$ cat src/rtl/pin_mux_ctrl_if.sv
// rtl/pin_mux_ctrl_if.sv - SoC-side bundle for the header-bank pin multiplexer
// Carries GPIO, alternate-function, pad and interrupt signals between SoC and mux.
interface pin_mux_ctrl_if #(
  parameter int N_PINS = 19,
  parameter int SEL_W  = 2
);
  localparam int N_FUNC = 2 ** SEL_W;

  logic [N_PINS-1:0]              iPIO_OUT;
  logic [N_PINS-1:0]              iPIO_DIR;
  logic [N_PINS*SEL_W-1:0]        iMSEL;
  logic [(N_FUNC-1)*N_PINS-1:0]   iALT_OUT;
  logic [N_PINS-1:0]              iPIN_IN;
  logic [N_PINS-1:0]              iIRQ_RISE_EN;
  logic [N_PINS-1:0]              iIRQ_FALL_EN;
  logic [N_PINS-1:0]              iIRQ_CLR;
  logic [N_PINS-1:0]              oPIN_OUT;
  logic [N_PINS-1:0]              oPIN_OE;
  logic [N_PINS-1:0]              oPIO_IN;
  logic [N_PINS*SEL_W-1:0]        oMSEL_ACT;
  logic [N_PINS-1:0]              oIRQ_PEND;
  logic                           oIRQ;

  modport master (
    output iPIO_OUT, iPIO_DIR, iMSEL, iALT_OUT, iPIN_IN,
    output iIRQ_RISE_EN, iIRQ_FALL_EN, iIRQ_CLR,
    input  oPIN_OUT, oPIN_OE, oPIO_IN, oMSEL_ACT, oIRQ_PEND, oIRQ
  );

  modport slave (
    input  iPIO_OUT, iPIO_DIR, iMSEL, iALT_OUT, iPIN_IN,
    input  iIRQ_RISE_EN, iIRQ_FALL_EN, iIRQ_CLR,
    output oPIN_OUT, oPIN_OE, oPIO_IN, oMSEL_ACT, oIRQ_PEND, oIRQ
  );
endinterface

$ cat src/rtl/pin_mux_ctrl.sv
// rtl/pin_mux_ctrl.sv - per-pin function mux with break-before-make and edge IRQs
// Each pin runs its own ACTIVE/BREAK FSM; pad outputs and oMSEL_ACT share one register stage.
module pin_mux_ctrl #(
  parameter int N_PINS      = 19,
  parameter int SEL_W       = 2,
  parameter int BBM_CYCLES  = 4,
  parameter int SYNC_STAGES = 2
) (
  input logic           iCLK,
  input logic           iRESET,
  pin_mux_ctrl_if.slave bus
);
  localparam int N_FUNC = 2 ** SEL_W;
  localparam logic [7:0] CNT_LOAD = (BBM_CYCLES > 0) ? 8'(BBM_CYCLES - 1) : 8'd0;

  typedef enum logic {ST_ACTIVE = 1'b0, ST_BREAK = 1'b1} pinState_t;

  logic [N_PINS-1:0]       oeNext;
  logic [N_PINS-1:0]       outNext;
  logic [N_PINS*SEL_W-1:0] selCur;
  logic [N_PINS-1:0]       pinOeQ;
  logic [N_PINS-1:0]       pinOutQ;
  logic [N_PINS*SEL_W-1:0] mselActQ;

  for (genvar gi = 0; gi < N_PINS; gi++) begin : gPin
    pinState_t        stateQ, stateD;
    logic [7:0]       cntQ, cntD;
    logic [SEL_W-1:0] tgtQ, tgtD;
    logic [SEL_W-1:0] curQ, curD;
    logic [SEL_W-1:0] req;
    logic             altBit;
    logic             oeD;
    logic             outD;

    assign req = bus.iMSEL[gi*SEL_W +: SEL_W];

    always_ff @(posedge iCLK) begin
      if (iRESET) begin
        stateQ <= ST_ACTIVE;
        cntQ   <= '0;
        tgtQ   <= '0;
        curQ   <= '0;
      end else begin
        stateQ <= stateD;
        cntQ   <= cntD;
        tgtQ   <= tgtD;
        curQ   <= curD;
      end
    end

    // Any request differing from the latched target restarts the window, so
    // the pad only ever leaves tri-state into the final requested function.
    always_comb begin
      stateD = stateQ;
      cntD   = cntQ;
      tgtD   = tgtQ;
      curD   = curQ;
      case (stateQ)
        ST_ACTIVE: begin
          if (req != curQ) begin
            if (BBM_CYCLES == 0) begin
              curD = req;
            end else begin
              tgtD   = req;
              cntD   = CNT_LOAD;
              stateD = ST_BREAK;
            end
          end
        end
        ST_BREAK: begin
          if (req != tgtQ) begin
            tgtD = req;
            cntD = CNT_LOAD;
          end else if (cntQ == 8'd0) begin
            curD   = tgtQ;
            stateD = ST_ACTIVE;
          end else begin
            cntD = cntQ - 8'd1;
          end
        end
        default: stateD = ST_ACTIVE;
      endcase
    end

    always_comb begin
      altBit = 1'b0;
      for (int k = 1; k < N_FUNC; k++) begin
        if (curQ == SEL_W'(k)) altBit = bus.iALT_OUT[(k-1)*N_PINS + gi];
      end
      oeD  = 1'b0;
      outD = 1'b0;
      if (stateQ == ST_ACTIVE) begin
        if (curQ == '0) begin
          oeD  = bus.iPIO_DIR[gi];
          outD = bus.iPIO_DIR[gi] & bus.iPIO_OUT[gi];
        end else begin
          oeD  = 1'b1;
          outD = altBit;
        end
      end
    end

    assign oeNext[gi]                  = oeD;
    assign outNext[gi]                 = outD;
    assign selCur[gi*SEL_W +: SEL_W]   = curQ;
  end

  // oMSEL_ACT is registered alongside the pad so it flips on the edge the new function drives.
  always_ff @(posedge iCLK) begin
    if (iRESET) begin
      pinOeQ   <= '0;
      pinOutQ  <= '0;
      mselActQ <= '0;
    end else begin
      pinOeQ   <= oeNext;
      pinOutQ  <= outNext;
      mselActQ <= selCur;
    end
  end

  logic [N_PINS-1:0] syncQ [SYNC_STAGES];
  logic [N_PINS-1:0] syncCur;
  logic [N_PINS-1:0] prevQ;
  logic [N_PINS-1:0] pendQ;
  logic [N_PINS-1:0] edgeSet;
  logic              irqQ;

  assign syncCur = syncQ[SYNC_STAGES-1];
  assign edgeSet = (~prevQ &  syncCur & bus.iIRQ_RISE_EN)
                 | ( prevQ & ~syncCur & bus.iIRQ_FALL_EN);

  always_ff @(posedge iCLK) begin
    if (iRESET) begin
      for (int s = 0; s < SYNC_STAGES; s++) syncQ[s] <= '0;
      prevQ <= '0;
      pendQ <= '0;
      irqQ  <= 1'b0;
    end else begin
      syncQ[0] <= bus.iPIN_IN;
      for (int s = 1; s < SYNC_STAGES; s++) syncQ[s] <= syncQ[s-1];
      prevQ <= syncCur;
      pendQ <= (pendQ & ~bus.iIRQ_CLR) | edgeSet;
      irqQ  <= |pendQ;
    end
  end

  assign bus.oPIN_OE   = pinOeQ;
  assign bus.oPIN_OUT  = pinOutQ;
  assign bus.oMSEL_ACT = mselActQ;
  assign bus.oPIO_IN   = syncCur;
  assign bus.oIRQ_PEND = pendQ;
  assign bus.oIRQ      = irqQ;
endmodule

$ cat src/flat_wrapper.sv
// flat-port wrapper written by rule: the top's interface ports become plain ports
module pin_mux_ctrl_flat 
#(
  parameter int N_PINS      = 19,
  parameter int SEL_W       = 2,
  parameter int BBM_CYCLES  = 4,
  parameter int SYNC_STAGES = 2
)
  (iCLK, iRESET, bus_iPIO_OUT, bus_iPIO_DIR, bus_iMSEL, bus_iALT_OUT, bus_iPIN_IN, bus_iIRQ_RISE_EN, bus_iIRQ_FALL_EN, bus_iIRQ_CLR, bus_oPIN_OUT, bus_oPIN_OE, bus_oPIO_IN, bus_oMSEL_ACT, bus_oIRQ_PEND, bus_oIRQ);
  pin_mux_ctrl_if #(.N_PINS(N_PINS), .SEL_W(SEL_W)) bus_i ();
  input logic iCLK;
  input logic iRESET;
  input wire logic [$bits(bus_i.iPIO_OUT)-1:0] bus_iPIO_OUT;
  input wire logic [$bits(bus_i.iPIO_DIR)-1:0] bus_iPIO_DIR;
  input wire logic [$bits(bus_i.iMSEL)-1:0] bus_iMSEL;
  input wire logic [$bits(bus_i.iALT_OUT)-1:0] bus_iALT_OUT;
  input wire logic [$bits(bus_i.iPIN_IN)-1:0] bus_iPIN_IN;
  input wire logic [$bits(bus_i.iIRQ_RISE_EN)-1:0] bus_iIRQ_RISE_EN;
  input wire logic [$bits(bus_i.iIRQ_FALL_EN)-1:0] bus_iIRQ_FALL_EN;
  input wire logic [$bits(bus_i.iIRQ_CLR)-1:0] bus_iIRQ_CLR;
  output wire logic [$bits(bus_i.oPIN_OUT)-1:0] bus_oPIN_OUT;
  output wire logic [$bits(bus_i.oPIN_OE)-1:0] bus_oPIN_OE;
  output wire logic [$bits(bus_i.oPIO_IN)-1:0] bus_oPIO_IN;
  output wire logic [$bits(bus_i.oMSEL_ACT)-1:0] bus_oMSEL_ACT;
  output wire logic [$bits(bus_i.oIRQ_PEND)-1:0] bus_oIRQ_PEND;
  output wire logic [$bits(bus_i.oIRQ)-1:0] bus_oIRQ;
  assign bus_i.iPIO_OUT = bus_iPIO_OUT;
  assign bus_i.iPIO_DIR = bus_iPIO_DIR;
  assign bus_i.iMSEL = bus_iMSEL;
  assign bus_i.iALT_OUT = bus_iALT_OUT;
  assign bus_i.iPIN_IN = bus_iPIN_IN;
  assign bus_i.iIRQ_RISE_EN = bus_iIRQ_RISE_EN;
  assign bus_i.iIRQ_FALL_EN = bus_iIRQ_FALL_EN;
  assign bus_i.iIRQ_CLR = bus_iIRQ_CLR;
  assign bus_oPIN_OUT = bus_i.oPIN_OUT;
  assign bus_oPIN_OE = bus_i.oPIN_OE;
  assign bus_oPIO_IN = bus_i.oPIO_IN;
  assign bus_oMSEL_ACT = bus_i.oMSEL_ACT;
  assign bus_oIRQ_PEND = bus_i.oIRQ_PEND;
  assign bus_oIRQ = bus_i.oIRQ;
  pin_mux_ctrl #(.N_PINS(N_PINS), .SEL_W(SEL_W), .BBM_CYCLES(BBM_CYCLES), .SYNC_STAGES(SYNC_STAGES)) u_core (.iCLK(iCLK), .iRESET(iRESET), .bus(bus_i));
endmodule
$ cat config.mk
export PLATFORM = sky130hd
export DESIGN_NAME = pin_mux_ctrl_flat
export DESIGN_NICKNAME = d
export VERILOG_FILES = /design/src/rtl/pin_mux_ctrl_if.sv /design/src/rtl/pin_mux_ctrl.sv /design/src/flat_wrapper.sv
export SDC_FILE = /design/constraint.sdc
export NUM_CORES = 1
export LEC_CHECK = 0
export BUFFER_PORTS_ARGS = -buffer_cell sky130_fd_sc_hd__buf_2
export CORE_UTILIZATION = 62
export CTS_BUF_LIST = sky130_fd_sc_hd__clkbuf_2 sky130_fd_sc_hd__clkbuf_4 sky130_fd_sc_hd__clkbuf_8
export CTS_CLUSTER_DIAMETER = 30
export DETAILED_ROUTE_END_ITERATION = 12
export HOLD_SLACK_MARGIN = 0.12
export PLACE_DENSITY = 0.86
export RECOVER_POWER = 100
export SLEW_MARGIN = 20
export SYNTH_ARGS = -nofsm -noshare
export SYNTH_HDL_FRONTEND = slang
export SYNTH_SLANG_ARGS = --single-unit
$ cat constraint.sdc
create_clock -name iCLK -period 4.4 [get_ports iCLK]
set_input_delay 0.88 -clock iCLK [delete_from_list [all_inputs] [get_ports iCLK]]
set_output_delay 0.88 -clock iCLK [all_outputs]
set_load 0.1 [all_outputs]
==> impl_metrics.tcl <==
set metrics [dict create \
    result_of_the_run "complete, but fails checks" \
    failing_checks "capacitance limit, slew limit" \
    area_delta_synth_final_pct 17.8 \
    nets 2602 \
    setup_repair_after_global_routing_missed_its_margin "no" \
    timing.critical_path.required_ps 4830 \
    powerDensity_mw_per_mm2 428 \
    cts_made_buffers 73 \
    clock_sink_count 400 \
    max-vdd-ir-drop_mv 0.288 \
    buffer_cell_driving_the_clock_tree_root "sky130_fd_sc_hd__clkbuf_8" \
    max_slew_margin_pct -58.1 \
    worstMarginPinSlew_ps 2370 \
    cts_tree "yes" \
    design_area_mm2 0.0209 \
    vias 15800 \
    max_cap_viols 1 \
    post-synth-top-count-cell "sky130_fd_sc_hd__dfxtp_1" \
    fillers 2070 \
    max-clock-path-buffers 3 \
    placeableCoreArea_mm2 0.0279 \
    dr.pass1.iters 5 \
    dpl_worst_slack_ps 1800 \
    netlist-cell-type-count 68 \
    yosysWarningCount 0 \
    setup.worst_path.class "primary input to flop" \
    timing.final.ws_setup_ps 1260 \
    post_synth_instance_area_mm2 0.0177 \
    post_drt_wl_per_cell_um 14.1 \
    ys.flop_type "sky130_fd_sc_hd__dfxtp_1" \
    holdWs_ps 434 \
    grt-ovfl-total 0 \
    critical_path_peak_fanout 118 \
    clock_latency_ps 580 \
    fraction_of_registers_with_async_set_or_reset_after_synthesis_pct 0 \
    synthTopCellsByCount "sky130_fd_sc_hd__dfxtp_1 (400), sky130_fd_sc_hd__nor2_1 (226), sky130_fd_sc_hd__a21oi_1 (152)" \
    setup-tns-final_ps 0 \
    cts_resized 0 \
    synthCells 2060 \
    die_x_um 171 \
    cts_max_level 3 \
    nature_of_the_critical_path_endpoint "flop" \
    port_buffers 325 \
    fin_skew_ps 30.1 \
    synthesis.area_per_instance_um2 8.59 \
    syn-num-nets 2309 \
    grt_start_max_net_pins 119 \
    worstSetupStartpointType "primary input" \
    synthTopCellsByArea "sky130_fd_sc_hd__dfxtp_1 (45%), sky130_fd_sc_hd__nor2_1 (4.8%), sky130_fd_sc_hd__a21oi_1 (4.3%), sky130_fd_sc_hd__nor2b_1 (3.9%), sky130_fd_sc_hd__mux2i_1 (3.4%)" \
    number_of_drc_markers_in_iteration_0 894 \
    start_util_pct 63.4 \
    die_area_mm2 0.0292 \
    period_minus_slack_ps 3140 \
    synth_edf_count 0 \
    layout.core_utilization_pct 74.7 \
    p_leak_nw 8.44 \
    min-delay-path-class "flop to flop" \
    antenna_nets_post_route 0 \
    place_hpwl_mm 27.0 \
    cts.hold.buffers_added 0 \
    hold_viol_final 0 \
    synth_largest_area_cell "sky130_fd_sc_hd__dfxtp_1" \
    synth.top_cell.area_share_pct 45.2 \
    post_route_cells_drive_above_1_share_pct 15.4 \
    drc 0 \
    detail_routed_via_count_per_cell 5.66 \
    number_of_max_slew_violations_in_the_final_report 118 \
    synth.ff_latch_count 400 \
    grt_usage_pct 26.1 \
    drt-total-wl_mm 39.4 \
    part_of_the_cycle_the_worst_path_needs_pct 71.3 \
    first_global_vias 14900 \
    ys_seq_area_share_pct 45.2 \
    place.gp.congestion 0.872 \
    grt_antenna_before_repair 1 \
    chipHeight_um 171 \
    post_dp_cell_area_mm2 0.0194 \
    postCtsSetupBuffers 0 \
    core.rowCount 61 \
    clock.fmax_mhz 319 \
    io-pin-count 326 \
    clkSlewWorstSetupHoldPaths_ps 60 \
    wire_length_of_the_first_global_routing_pass_mm 64.7 \
    final_setup_vio_count 0 \
    worstPathArrival_ps 3570 \
]
-- sequential cells by signal (all words and copies together) (netlist names) --
signal,flops
u_core.bus.oIRQ,1
u_core.gPin.stateQ,19
u_core.bus.oPIN_OE,19
u_core.gPin.cntQ,152
u_core.gPin.curQ,38
u_core.bus.oPIN_OUT,19
u_core.bus.oIRQ_PEND,19
u_core.bus.oMSEL_ACT,38
u_core.gPin.tgtQ,38
u_core.syncQ,38
u_core.prevQ,19
-- final cells by class --
type | instances | area [µm²] | area share [%]
diodes | 1 | 2.50 | 0.0120
multi-input cells | 1459 | 8850 | 42.5
clock buffers | 100 | 1290 | 6.21
clock inverters | 31 | 353 | 1.69
flip-flops and latches | 400 | 8010 | 38.4
inverters | 88 | 330 | 1.58
well taps | 378 | 473 | 2.27
repair buffers | 331 | 1540 | 7.38
-- critical path, stage by stage --
cell and delay (ps):
sky130_fd_sc_hd__clkbuf_2 1630, sky130_fd_sc_hd__buf_4 550, sky130_fd_sc_hd__nand4b_1 190, sky130_fd_sc_hd__a31oi_1 50, sky130_fd_sc_hd__o21ai_0 130, sky130_fd_sc_hd__o21ai_0 90
-- path summary, 6_finish.rpt --
check	startpoint	end	slack, ps	cells past startpoint
worst min-delay path	u_core.syncQ[0][13]	u_core.syncQ[0][32]	430	1
worst max-delay path	iRESET	u_core.gPin[17].cntQ[4]	1260	6
worst min register to register	u_core.syncQ[0][13]	u_core.syncQ[0][32]	430	1
worst max register to register	u_core.gPin[5].cntQ[0]	u_core.gPin[5].cntQ[3]	1940	7
-- metal layers --
metal / vias to the layer above / global-route usage (%) / wire (µm)
met5: - / 0 / 0
met4: 0 / 9.82 / 740
met3: 68 / 5.11 / 2140
met2: 464 / 46.2 / 19500
met1: 7365 / 31.1 / 17000
li1: 7891 / - / -
-- logic make-up (layout without fill, tap and decap cells) --
| logic type | Yosys count | after routing | share of synthesized area [%] |
|---|---|---|---|
| muxes | 62 | 62 | 3.51 |
| adders and majority gates | 38 | 38 | 2.69 |
| other | 0 | 1 | 0 |
| buffers and inverters | 201 | 550 | 4.74 |
| DFF | 400 | 400 | 45.2 |
| AOI/OAI and AO/OA | 454 | 454 | 16.0 |
| xor gates and xnor gates | 80 | 80 | 3.96 |
| and+or+nand+nor | 825 | 825 | 23.9 |
-- through the flow --
stage / total power [mW] / cells
global placement: 5.11 / 2656
detailed placement: 5.15 / 2656
CTS: 9.00 / 2787
finish: 8.92 / 2788
global route: 9.31 / 2788
floorplan: 4.86 / 2060
-- report_power, final --
| part | total [mW] | leakage (nW) | internal [mW] | switching [mW] |
|---|---|---|---|---|
| Sequential | 3.91 | 3.27 | 3.77 | 0.135 |
| Clock | 3.83 | 0.832 | 2.29 | 1.54 |
| Combinational | 1.18 | 4.34 | 0.400 | 0.782 |
| Total | 8.92 | 8.44 | 6.46 | 2.46 |
-- cells in the final DEF (no fill, tap or decap), drive strengths merged, types with 40 or more instances in the layout --
| master | n |
|---|---|
| clkbuf | 216 |
| nor2 | 226 |
| nand2 | 145 |
| xnor2 | 41 |
| nor3 | 110 |
| mux2i | 61 |
| a211oi | 40 |
| nor2b | 111 |
| a21oi | 152 |
| o21ai | 96 |
| dfxtp | 400 |
| buf | 215 |
| inv | 90 |
Note: power is estimated with default switching activity, not from simulation.
